==> src/rtl/jtag_dap_sequencer.sv <==
// Purpose : turns one DP/AP register access into IR-write and DR-transfer commands for jtagIF,
//           caching the current IR, retrying WAIT acks and completing posted reads via DP RDBUFF.
// Ports   : req_* request/response side (debug command controller), jt_* cmd/go handshake to jtagIF,
//           wait_retries = per-transfer WAIT retry limit, ir_flush = IR cache invalidate pulse.
module jtag_dap_sequencer #(
    parameter logic [3:0] IR_DPACC    = 4'hA,
    parameter logic [3:0] IR_APACC    = 4'hB,
    parameter logic [1:0] ADDR_RDBUFF = 2'b11
) (
    input  logic        clk,
    input  logic        rst,
    input  logic        req_go,
    input  logic        req_apndp,
    input  logic        req_rnw,
    input  logic [1:0]  req_addr32,
    input  logic [31:0] req_wdata,
    input  logic [7:0]  wait_retries,
    input  logic        ir_flush,
    output logic        req_idle,
    output logic        req_done,
    output logic [2:0]  req_ack,
    output logic [31:0] req_rdata,
    output logic [1:0]  jt_cmd,
    output logic [3:0]  jt_ir,
    output logic [1:0]  jt_addr32,
    output logic        jt_rnw,
    output logic        jt_apndp,
    output logic [31:0] jt_dwrite,
    output logic        jt_go,
    input  logic        jt_idle,
    input  logic [2:0]  jt_ack,
    input  logic [31:0] jt_dread
);

    localparam logic [2:0] ACK_OK   = 3'b010;
    localparam logic [2:0] ACK_WAIT = 3'b001;
    localparam logic [1:0] CMD_IR   = 2'd0;
    localparam logic [1:0] CMD_TFR  = 2'd1;

    typedef enum logic [3:0] {
        S_IDLE,
        S_IR_LAUNCH,
        S_IR_WAIT,
        S_TFR_LAUNCH,
        S_TFR_WAIT,
        S_TFR_CHECK,
        S_RDB_IR_LAUNCH,
        S_RDB_IR_WAIT,
        S_RDB_LAUNCH,
        S_RDB_WAIT,
        S_RDB_CHECK,
        S_DONE
    } state_t;

    state_t      state_q, state_d;
    logic        cap_apndp_q, cap_apndp_d;
    logic        cap_rnw_q, cap_rnw_d;
    logic [1:0]  cap_addr_q, cap_addr_d;
    logic [31:0] cap_wdata_q, cap_wdata_d;
    logic [3:0]  ir_cache_q, ir_cache_d;
    logic        ir_valid_q, ir_valid_d;
    logic [7:0]  retry_q, retry_d;
    logic [2:0]  ack_q, ack_d;
    logic [31:0] rdata_q, rdata_d;

    logic [3:0]  need_ir;
    logic [3:0]  req_need_ir;

    assign need_ir     = cap_apndp_q ? IR_APACC : IR_DPACC;
    assign req_need_ir = req_apndp ? IR_APACC : IR_DPACC;

    always_ff @(posedge clk) begin
        if (rst) begin
            state_q     <= S_IDLE;
            cap_apndp_q <= 1'b0;
            cap_rnw_q   <= 1'b0;
            cap_addr_q  <= 2'd0;
            cap_wdata_q <= 32'd0;
            ir_cache_q  <= 4'd0;
            ir_valid_q  <= 1'b0;
            retry_q     <= 8'd0;
            ack_q       <= 3'd0;
            rdata_q     <= 32'd0;
        end else begin
            state_q     <= state_d;
            cap_apndp_q <= cap_apndp_d;
            cap_rnw_q   <= cap_rnw_d;
            cap_addr_q  <= cap_addr_d;
            cap_wdata_q <= cap_wdata_d;
            ir_cache_q  <= ir_cache_d;
            ir_valid_q  <= ir_valid_d;
            retry_q     <= retry_d;
            ack_q       <= ack_d;
            rdata_q     <= rdata_d;
        end
    end

    always_comb begin
        state_d     = state_q;
        cap_apndp_d = cap_apndp_q;
        cap_rnw_d   = cap_rnw_q;
        cap_addr_d  = cap_addr_q;
        cap_wdata_d = cap_wdata_q;
        ir_cache_d  = ir_cache_q;
        ir_valid_d  = ir_valid_q;
        retry_d     = retry_q;
        ack_d       = ack_q;
        rdata_d     = rdata_q;

        case (state_q)
            S_IDLE: begin
                if (req_go) begin
                    cap_apndp_d = req_apndp;
                    cap_rnw_d   = req_rnw;
                    cap_addr_d  = req_addr32;
                    cap_wdata_d = req_wdata;
                    // A flush in the capture cycle forces the IR write.
                    if (!ir_flush && ir_valid_q && (ir_cache_q == req_need_ir)) begin
                        state_d = S_TFR_LAUNCH;
                    end else begin
                        state_d = S_IR_LAUNCH;
                    end
                end
            end
            S_IR_LAUNCH: if (!jt_idle) state_d = S_IR_WAIT;
            S_IR_WAIT: begin
                if (jt_idle) begin
                    ir_cache_d = need_ir;
                    ir_valid_d = 1'b1;
                    state_d    = S_TFR_LAUNCH;
                end
            end
            S_TFR_LAUNCH: if (!jt_idle) state_d = S_TFR_WAIT;
            S_TFR_WAIT:   if (jt_idle)  state_d = S_TFR_CHECK;
            S_TFR_CHECK: begin
                if (jt_ack == ACK_WAIT) begin
                    // Compare before increment, so the counter cannot wrap.
                    if (retry_q < wait_retries) begin
                        retry_d = retry_q + 8'd1;
                        state_d = S_TFR_LAUNCH;
                    end else begin
                        ack_d   = ACK_WAIT;
                        state_d = S_DONE;
                    end
                end else if (jt_ack == ACK_OK) begin
                    if (!cap_rnw_q) begin
                        ack_d   = ACK_OK;
                        state_d = S_DONE;
                    end else begin
                        // Posted read: the data arrives on the following RDBUFF transfer.
                        retry_d = 8'd0;
                        if (ir_valid_q && (ir_cache_q == IR_DPACC)) begin
                            state_d = S_RDB_LAUNCH;
                        end else begin
                            state_d = S_RDB_IR_LAUNCH;
                        end
                    end
                end else begin
                    ack_d   = jt_ack;
                    state_d = S_DONE;
                end
            end
            S_RDB_IR_LAUNCH: if (!jt_idle) state_d = S_RDB_IR_WAIT;
            S_RDB_IR_WAIT: begin
                if (jt_idle) begin
                    ir_cache_d = IR_DPACC;
                    ir_valid_d = 1'b1;
                    state_d    = S_RDB_LAUNCH;
                end
            end
            S_RDB_LAUNCH: if (!jt_idle) state_d = S_RDB_WAIT;
            S_RDB_WAIT:   if (jt_idle)  state_d = S_RDB_CHECK;
            S_RDB_CHECK: begin
                if (jt_ack == ACK_WAIT) begin
                    if (retry_q < wait_retries) begin
                        retry_d = retry_q + 8'd1;
                        state_d = S_RDB_LAUNCH;
                    end else begin
                        ack_d   = ACK_WAIT;
                        state_d = S_DONE;
                    end
                end else if (jt_ack == ACK_OK) begin
                    rdata_d = jt_dread;
                    ack_d   = ACK_OK;
                    state_d = S_DONE;
                end else begin
                    ack_d   = jt_ack;
                    state_d = S_DONE;
                end
            end
            S_DONE: begin
                retry_d = 8'd0;
                state_d = S_IDLE;
            end
            default: state_d = S_IDLE;
        endcase

        // Flush beats any same-cycle cache fill; in-flight commands continue.
        if (ir_flush) ir_valid_d = 1'b0;
    end

    // jtagIF fields decode straight from the registered state, so they are
    // constant across each LAUNCH/WAIT pair and drop to zero on reset.
    always_comb begin
        jt_cmd    = 2'd0;
        jt_ir     = 4'd0;
        jt_addr32 = 2'd0;
        jt_rnw    = 1'b0;
        jt_apndp  = 1'b0;
        jt_dwrite = 32'd0;
        jt_go     = 1'b0;
        case (state_q)
            S_IR_LAUNCH, S_IR_WAIT: begin
                jt_cmd = CMD_IR;
                jt_ir  = need_ir;
                jt_go  = (state_q == S_IR_LAUNCH);
            end
            S_TFR_LAUNCH, S_TFR_WAIT: begin
                jt_cmd    = CMD_TFR;
                jt_addr32 = cap_addr_q;
                jt_rnw    = cap_rnw_q;
                jt_apndp  = cap_apndp_q;
                jt_dwrite = cap_wdata_q;
                jt_go     = (state_q == S_TFR_LAUNCH);
            end
            S_RDB_IR_LAUNCH, S_RDB_IR_WAIT: begin
                jt_cmd = CMD_IR;
                jt_ir  = IR_DPACC;
                jt_go  = (state_q == S_RDB_IR_LAUNCH);
            end
            S_RDB_LAUNCH, S_RDB_WAIT: begin
                jt_cmd    = CMD_TFR;
                jt_addr32 = ADDR_RDBUFF;
                jt_rnw    = 1'b1;
                jt_apndp  = 1'b0;
                jt_go     = (state_q == S_RDB_LAUNCH);
            end
            default: ;
        endcase
    end

    assign req_idle  = (state_q == S_IDLE);
    assign req_done  = (state_q == S_DONE);
    assign req_ack   = ack_q;
    assign req_rdata = rdata_q;

endmodule

==> config.mk <==
export PLATFORM = sky130hd
export DESIGN_NAME = jtag_dap_sequencer
export DESIGN_NICKNAME = d
export VERILOG_FILES = /design/src/rtl/jtag_dap_sequencer.sv
export SDC_FILE = /design/constraint.sdc
export NUM_CORES = 1
export LEC_CHECK = 0
export ABC_AREA = 1
export BUFFER_PORTS_ARGS = -buffer_cell sky130_fd_sc_hd__buf_2
export CAP_MARGIN = 25
export CORE_UTILIZATION = 43
export DETAILED_ROUTE_END_ITERATION = 8
export GPL_TIMING_DRIVEN = 0
export HOLD_SLACK_MARGIN = 0.08
export PLACE_DENSITY = 0.76
export SKIP_LAST_GASP = 1
export SLEW_MARGIN = 20
export SYNTH_ARGS = -nofsm -noshare
export SYNTH_HDL_FRONTEND = slang
export SYNTH_SLANG_ARGS = --single-unit
export TNS_END_PERCENT = 50
==> constraint.sdc <==
create_clock -name clk -period 1.4 [get_ports clk]
set_input_delay 0.14 -clock clk [delete_from_list [all_inputs] [get_ports clk]]
set_output_delay 0.14 -clock clk [all_outputs]
set_load 0.1 [all_outputs]
# After elaboration in Yosys (flattened, before gate mapping)
# Cells that the tools add are included.
dict set report totals {
  regBits 88
  input_bits 84
  output_inout_bits 80
  wordCells 105
}
dict set report op_classes {
  n_addsub 1
  magnitude_cmp 1
  eq_ne 28
  muxes 42
  bitwise 1
  n_reduce_logical 22
}
# op n
set op_table {}
lappend op_table {{2-to-1 mux 4 bit} 16}
lappend op_table {{one-hot mux 4 bit (11 select lines)} 1}
lappend op_table {{2-to-1 mux 8 bit} 5}
lappend op_table {{2-to-1 mux 32 bit} 1}
lappend op_table {{one-hot mux 8 bit (3 select lines)} 1}
lappend op_table {{equality test 4 bit (second input constant)} 5}
lappend op_table {{inequality test 2 bit (second input constant)} 10}
lappend op_table {{2-to-1 mux 3 bit} 6}
lappend op_table {{equality test 4 x 3 -> 1 bit (second input constant)} 4}
lappend op_table {{one-hot mux 4 bit (2 select lines)} 2}
lappend op_table {{OR reduction 2 bit} 6}
lappend op_table {{AND reduction 9 bit} 1}
lappend op_table {{adder 8 x 1 -> 8 bit (second input constant)} 1}
lappend op_table {{equality test 4 x 2 -> 1 bit (second input constant)} 2}
lappend op_table {{< comparator 8 bit} 1}
lappend op_table {{inequality test 3 bit (second input constant)} 2}
lappend op_table {{one-hot mux 3 bit (2 select lines)} 1}
lappend op_table {{AND reduction 2 bit} 3}
lappend op_table {{AND reduction 3 bit} 2}
lappend op_table {{equality test 4 x 1 -> 1 bit (second input constant)} 1}
lappend op_table {{equality test 4 bit} 1}
lappend op_table {{logical NOT 4 bit} 1}
lappend op_table {{2-to-1 mux 1 bit} 4}
lappend op_table {{2-to-1 mux 2 bit} 2}
lappend op_table {{other kinds (13)} 16}

# Logic depth before layout (Yosys ltp)
dict set report logic_depth {
  depth_word 7
  ltp_mapped 13
  ltp_nobuf 13
}

# Least setup slack after synthesis
# OpenSTA, ideal clock, no wires.
dict set report synth_timing {
  path_type {register to output}
  start {register state_q[3]}
  end {output jt_ir[3]}
  arrival_ns 3.326
  required_ns 1.260
  path_slack_ns -2.066
  stages_incl_launch_ff 5
  path_buffers 1
  path_cell_list {dfxtp_1 inv_1 nand2_1 o21ai_0 buf_4}
}
dict set report synth_between {
  elab_chain_len 3
}
# item line_no
set synth_lines {}
lappend synth_lines {{from (decl)} 55} ;# state_t state_q, state_d;
lappend synth_lines {{from (signal assigned)} 85} ;# state_q <= state_d;
lappend synth_lines {{equality test 4 x 3 -> 1 bit, or another cell as far along} 212} ;# case (state_q)
lappend synth_lines {{OR reduction 2 bit} 212}
lappend synth_lines {{one-hot mux 4 bit (2 select lines) (*)} 212}
lappend synth_lines {{to (decl)} 24} ;# output logic [3:0] jt_ir,
# Every way passes the cells marked *; elsewhere a longest branch is shown, timed or not.

# Worst setup path in the final report
dict set report layout_timing {
  start {register state_q[2]}
  end {output jt_dwrite[19]}
}
dict set report layout_between {
  elab_chain_len 3
}
# item line_no
set layout_lines {}
lappend layout_lines {{equality test 4 x 2 -> 1 bit / equality test 4 x 3 -> 1 bit (equally long branches)} 212}
lappend layout_lines {{OR reduction 2 bit (*)} n/a}
lappend layout_lines {{2-to-1 mux 32 bit (*)} 212}
lappend layout_lines {{to (decl)} 28} ;# output logic [31:0] jt_dwrite,
# Marked as above.

==> results.tsv <==
metric	value	unit
status	finished, violations left	
failing checks	DRC, setup timing	
final WL	21.3	mm
Layout Nets	939	
HP Class	primary input to register	
commonest cells after routing, fill and taps aside	buf_2, dfxtp_1, nor2_1, dlygate4sd3_1, inv_1	
crit path from	state_q[2]$_SDFFE_PP0P_	
Worst Path Arrival	1.94	ns
Gate Count Post-Synth	561	
pwr dens	1570	nW/um^2
dpl ws	-0.518	ns
worst setup path category	register to output pin	
final instance area	7830	sq um
Placed Cells	830	
post-DR wirelength/cell	22.2	microns
Least-Margin Pin Slew	0.782	ns
endpoints failing setup	129	
RSZ-0062 raised after global routing	true	
Largest stage delay, worst path	0.40	ns
DRT antenna net count	0	
WP data required	1.26	ns
Final Non-Filler Cells	960	
final worst clock skew	0.0276	ns
Vias	5559	
Port Buf Inserts	160	
Core Util, Final	89.4	%
DRC Markers	1	
layout cells sized above 1	45.2	%
effective utilization at floorplan	44.8	%
Yosys top cell by area	dfxtp_1	
clk root buf	clkbuf_8	
R2R Setup Slk	-0.62	ns
crit-path cells	nor2_4 -> nand2_2 -> o21a_4 -> buf_12 -> buf_16 -> nor2_4 -> buf_12	
clock sinks	86	
WP depth	7	
core region area	8760	sq um
yosys warns	0	
vias in the first global route	5211	
mapped cell area	3930	sq um
worst r2r path cells	11	
Synth area leaders	dfxtp_1, nor2_1, o21ai_0, a21oi_1, inv_1	
global route total overflow	0	
Startpoint Class	register	
CTS Buf Count	9	
kind of end point of the critical path	output pin	
Post-synth EDFFs	0	
Die W	97.6	microns
Synth top area share	43.8	%
n_diodes	0	
Distinct cells, synth	29	
Top delay family on crit path	buffers and inverters	
Seq cells post-synth	86	
reg-to-reg endpoint	retry_q[6]$_SDFFE_PP0P_	
Reg-to-Reg Start	state_q[0]$_SDFFE_PP0P_	
Max FO, Critical Path	6	
maximum VDD drop	1.44	mV
global-route wire length before repair	25.3	mm
placed inst area	5260	sq um
crit share post-route	148	%
commonest non-fill, non-tap cell in the layout	buf_2	
Slew Limit Fails	0	
setup TNS	-55.00	ns
Seq/Total Area, Yosys	43.8	%
most common flop cell mapped by yosys	dfxtp_1	
H-tree depth	3	
Top-Level Pins	164	
initial antenna violation count	1	
fmax	481	MHz
syn avg cell area	7.00	sq um
Relative slew margins	47.8	%
area grow syn2layout	99.4	%
first drt pass iteration count	9	
Clock Latency Late Sink	0.38	ns
Leak	3.46	nW
Final Hold Fails	0	
GRT Total Usage	33.4	%
vias per cell	5.79	
Die ar.	9520	sq um
number of DRC markers in iteration 0	522	
Hold WS	0.109	ns
CTS tree	yes	
clk slew on worst S/H paths	0.10	ns
Slowest-stage cell, CP	dfxtp_4	
WP buf/inv	3	
end of the critical path	jt_dwrite[19]	
post-DP HPWL	8.01	mm
FFs w/ async S/R, synth	0	%
Max Cap Viol	0	
Clock Path Buffers	2	
routability-driven placement congestion ratio	0.881	
Power Total	12.3	mW
Rows	34	
min Tclk post-route	2.08	ns
min setup slack post-route	-0.678	ns
largest net degree at the start of global routing	15	
Vert. Die Dim	97.6	microns
kinds of logic after synthesis:
family                   after synthesis  synth area share (%)
other                                  1                0.0955
buffers and inverters                 99                  10.1
adder cells (fa/ha/maj)                8                  2.55
AO/OA/AOI/OAI                        141                  18.4
AND/OR/NAND/NOR                      226                  25.0
flip-flops                            86                  43.8
what timing repair did:
item | in CTS | in global routing
buffers inserted | 19 | 15
endpoints found under the setup margin | 128 | 129
hold endpoints to repair | 69 | 1
cloned | 6 | 4
pin swaps | 23 | 20
gates resized for setup | 251 | 90
hold buffers | 69 | 1
sequential cells by signal (all words and copies together), names as in the netlist:
register	count
cap_apndp_q	1
ir_cache_q	2
req_ack	3
cap_addr_q	2
ir_valid_q	1
cap_wdata_q	32
state_q	4
cap_rnw_q	1
req_rdata	32
retry_q	8
synthesized netlist by cell type, types with 7 or more instances:
cell type / number
nor2_2: 7
nand2_1: 62
nand3_1: 12
ha_1: 8
inv_1: 63
o21ai_0: 62
inv_2: 7
o21ai_1: 18
nor2_1: 130
buf_2: 11
a21oi_1: 53
dfxtp_1: 86
clkbuf_1: 15
report_power, final:
group / switching (mW) / internal [mW]
Clock: 1.04 / 0.706
Combinational: 4.53 / 2.90
Sequential: 0.260 / 2.85
per-layer routing:
metal	wire [microns]	global-route usage, %	part of all wire, %	up-vias
met3	1970	5.76	9.2	211
met5	13	0	0.061	-
li1	-	-	-	2353
met4	2040	20.7	9.6	2
met1	6640	35.1	31	2519
met2	10700	61.4	50	474
how the worst min path moves through the flow:
stage,slack (ns),depth (start not counted),startpoint,endpoint
floorplan,0.22,1,ir_flush,ir_valid_q$_SDFFE_PP0P_
global placement,0.33,2,ir_flush,ir_valid_q$_SDFFE_PP0P_
detailed placement,0.33,2,ir_flush,ir_valid_q$_SDFFE_PP0P_
CTS,0.08,3,jt_ack[0],req_ack[0]$_SDFFE_PP0P_
global route,0.12,3,jt_ack[0],req_ack[0]$_SDFFE_PP0P_
finish,0.11,3,jt_ack[0],req_ack[0]$_SDFFE_PP0P_
final cells by class:
type,instances,area (sq um)
clock inverter,4,30.0
fill,368,931
buffer,29,327
clock buffer,12,145
tap,108,135
multi-input combinational,378,2540
inverter,70,280
sequential,86,1740
timing repair buffer,273,2630
worst reg2reg max path, cell delays in order (launching register included):
cell,delay (ns)
dfxtp_2,0.34
buf_6,0.13
buf_8,0.14
nand2_8,0.06
buf_4,0.15
nor2_4,0.13
nor2_1,0.09
nor2_4,0.18
nand2_4,0.12
nor2_1,0.31
a21oi_1,0.15
nor2_1,0.15
Note: power is estimated with default switching activity, not from simulation.
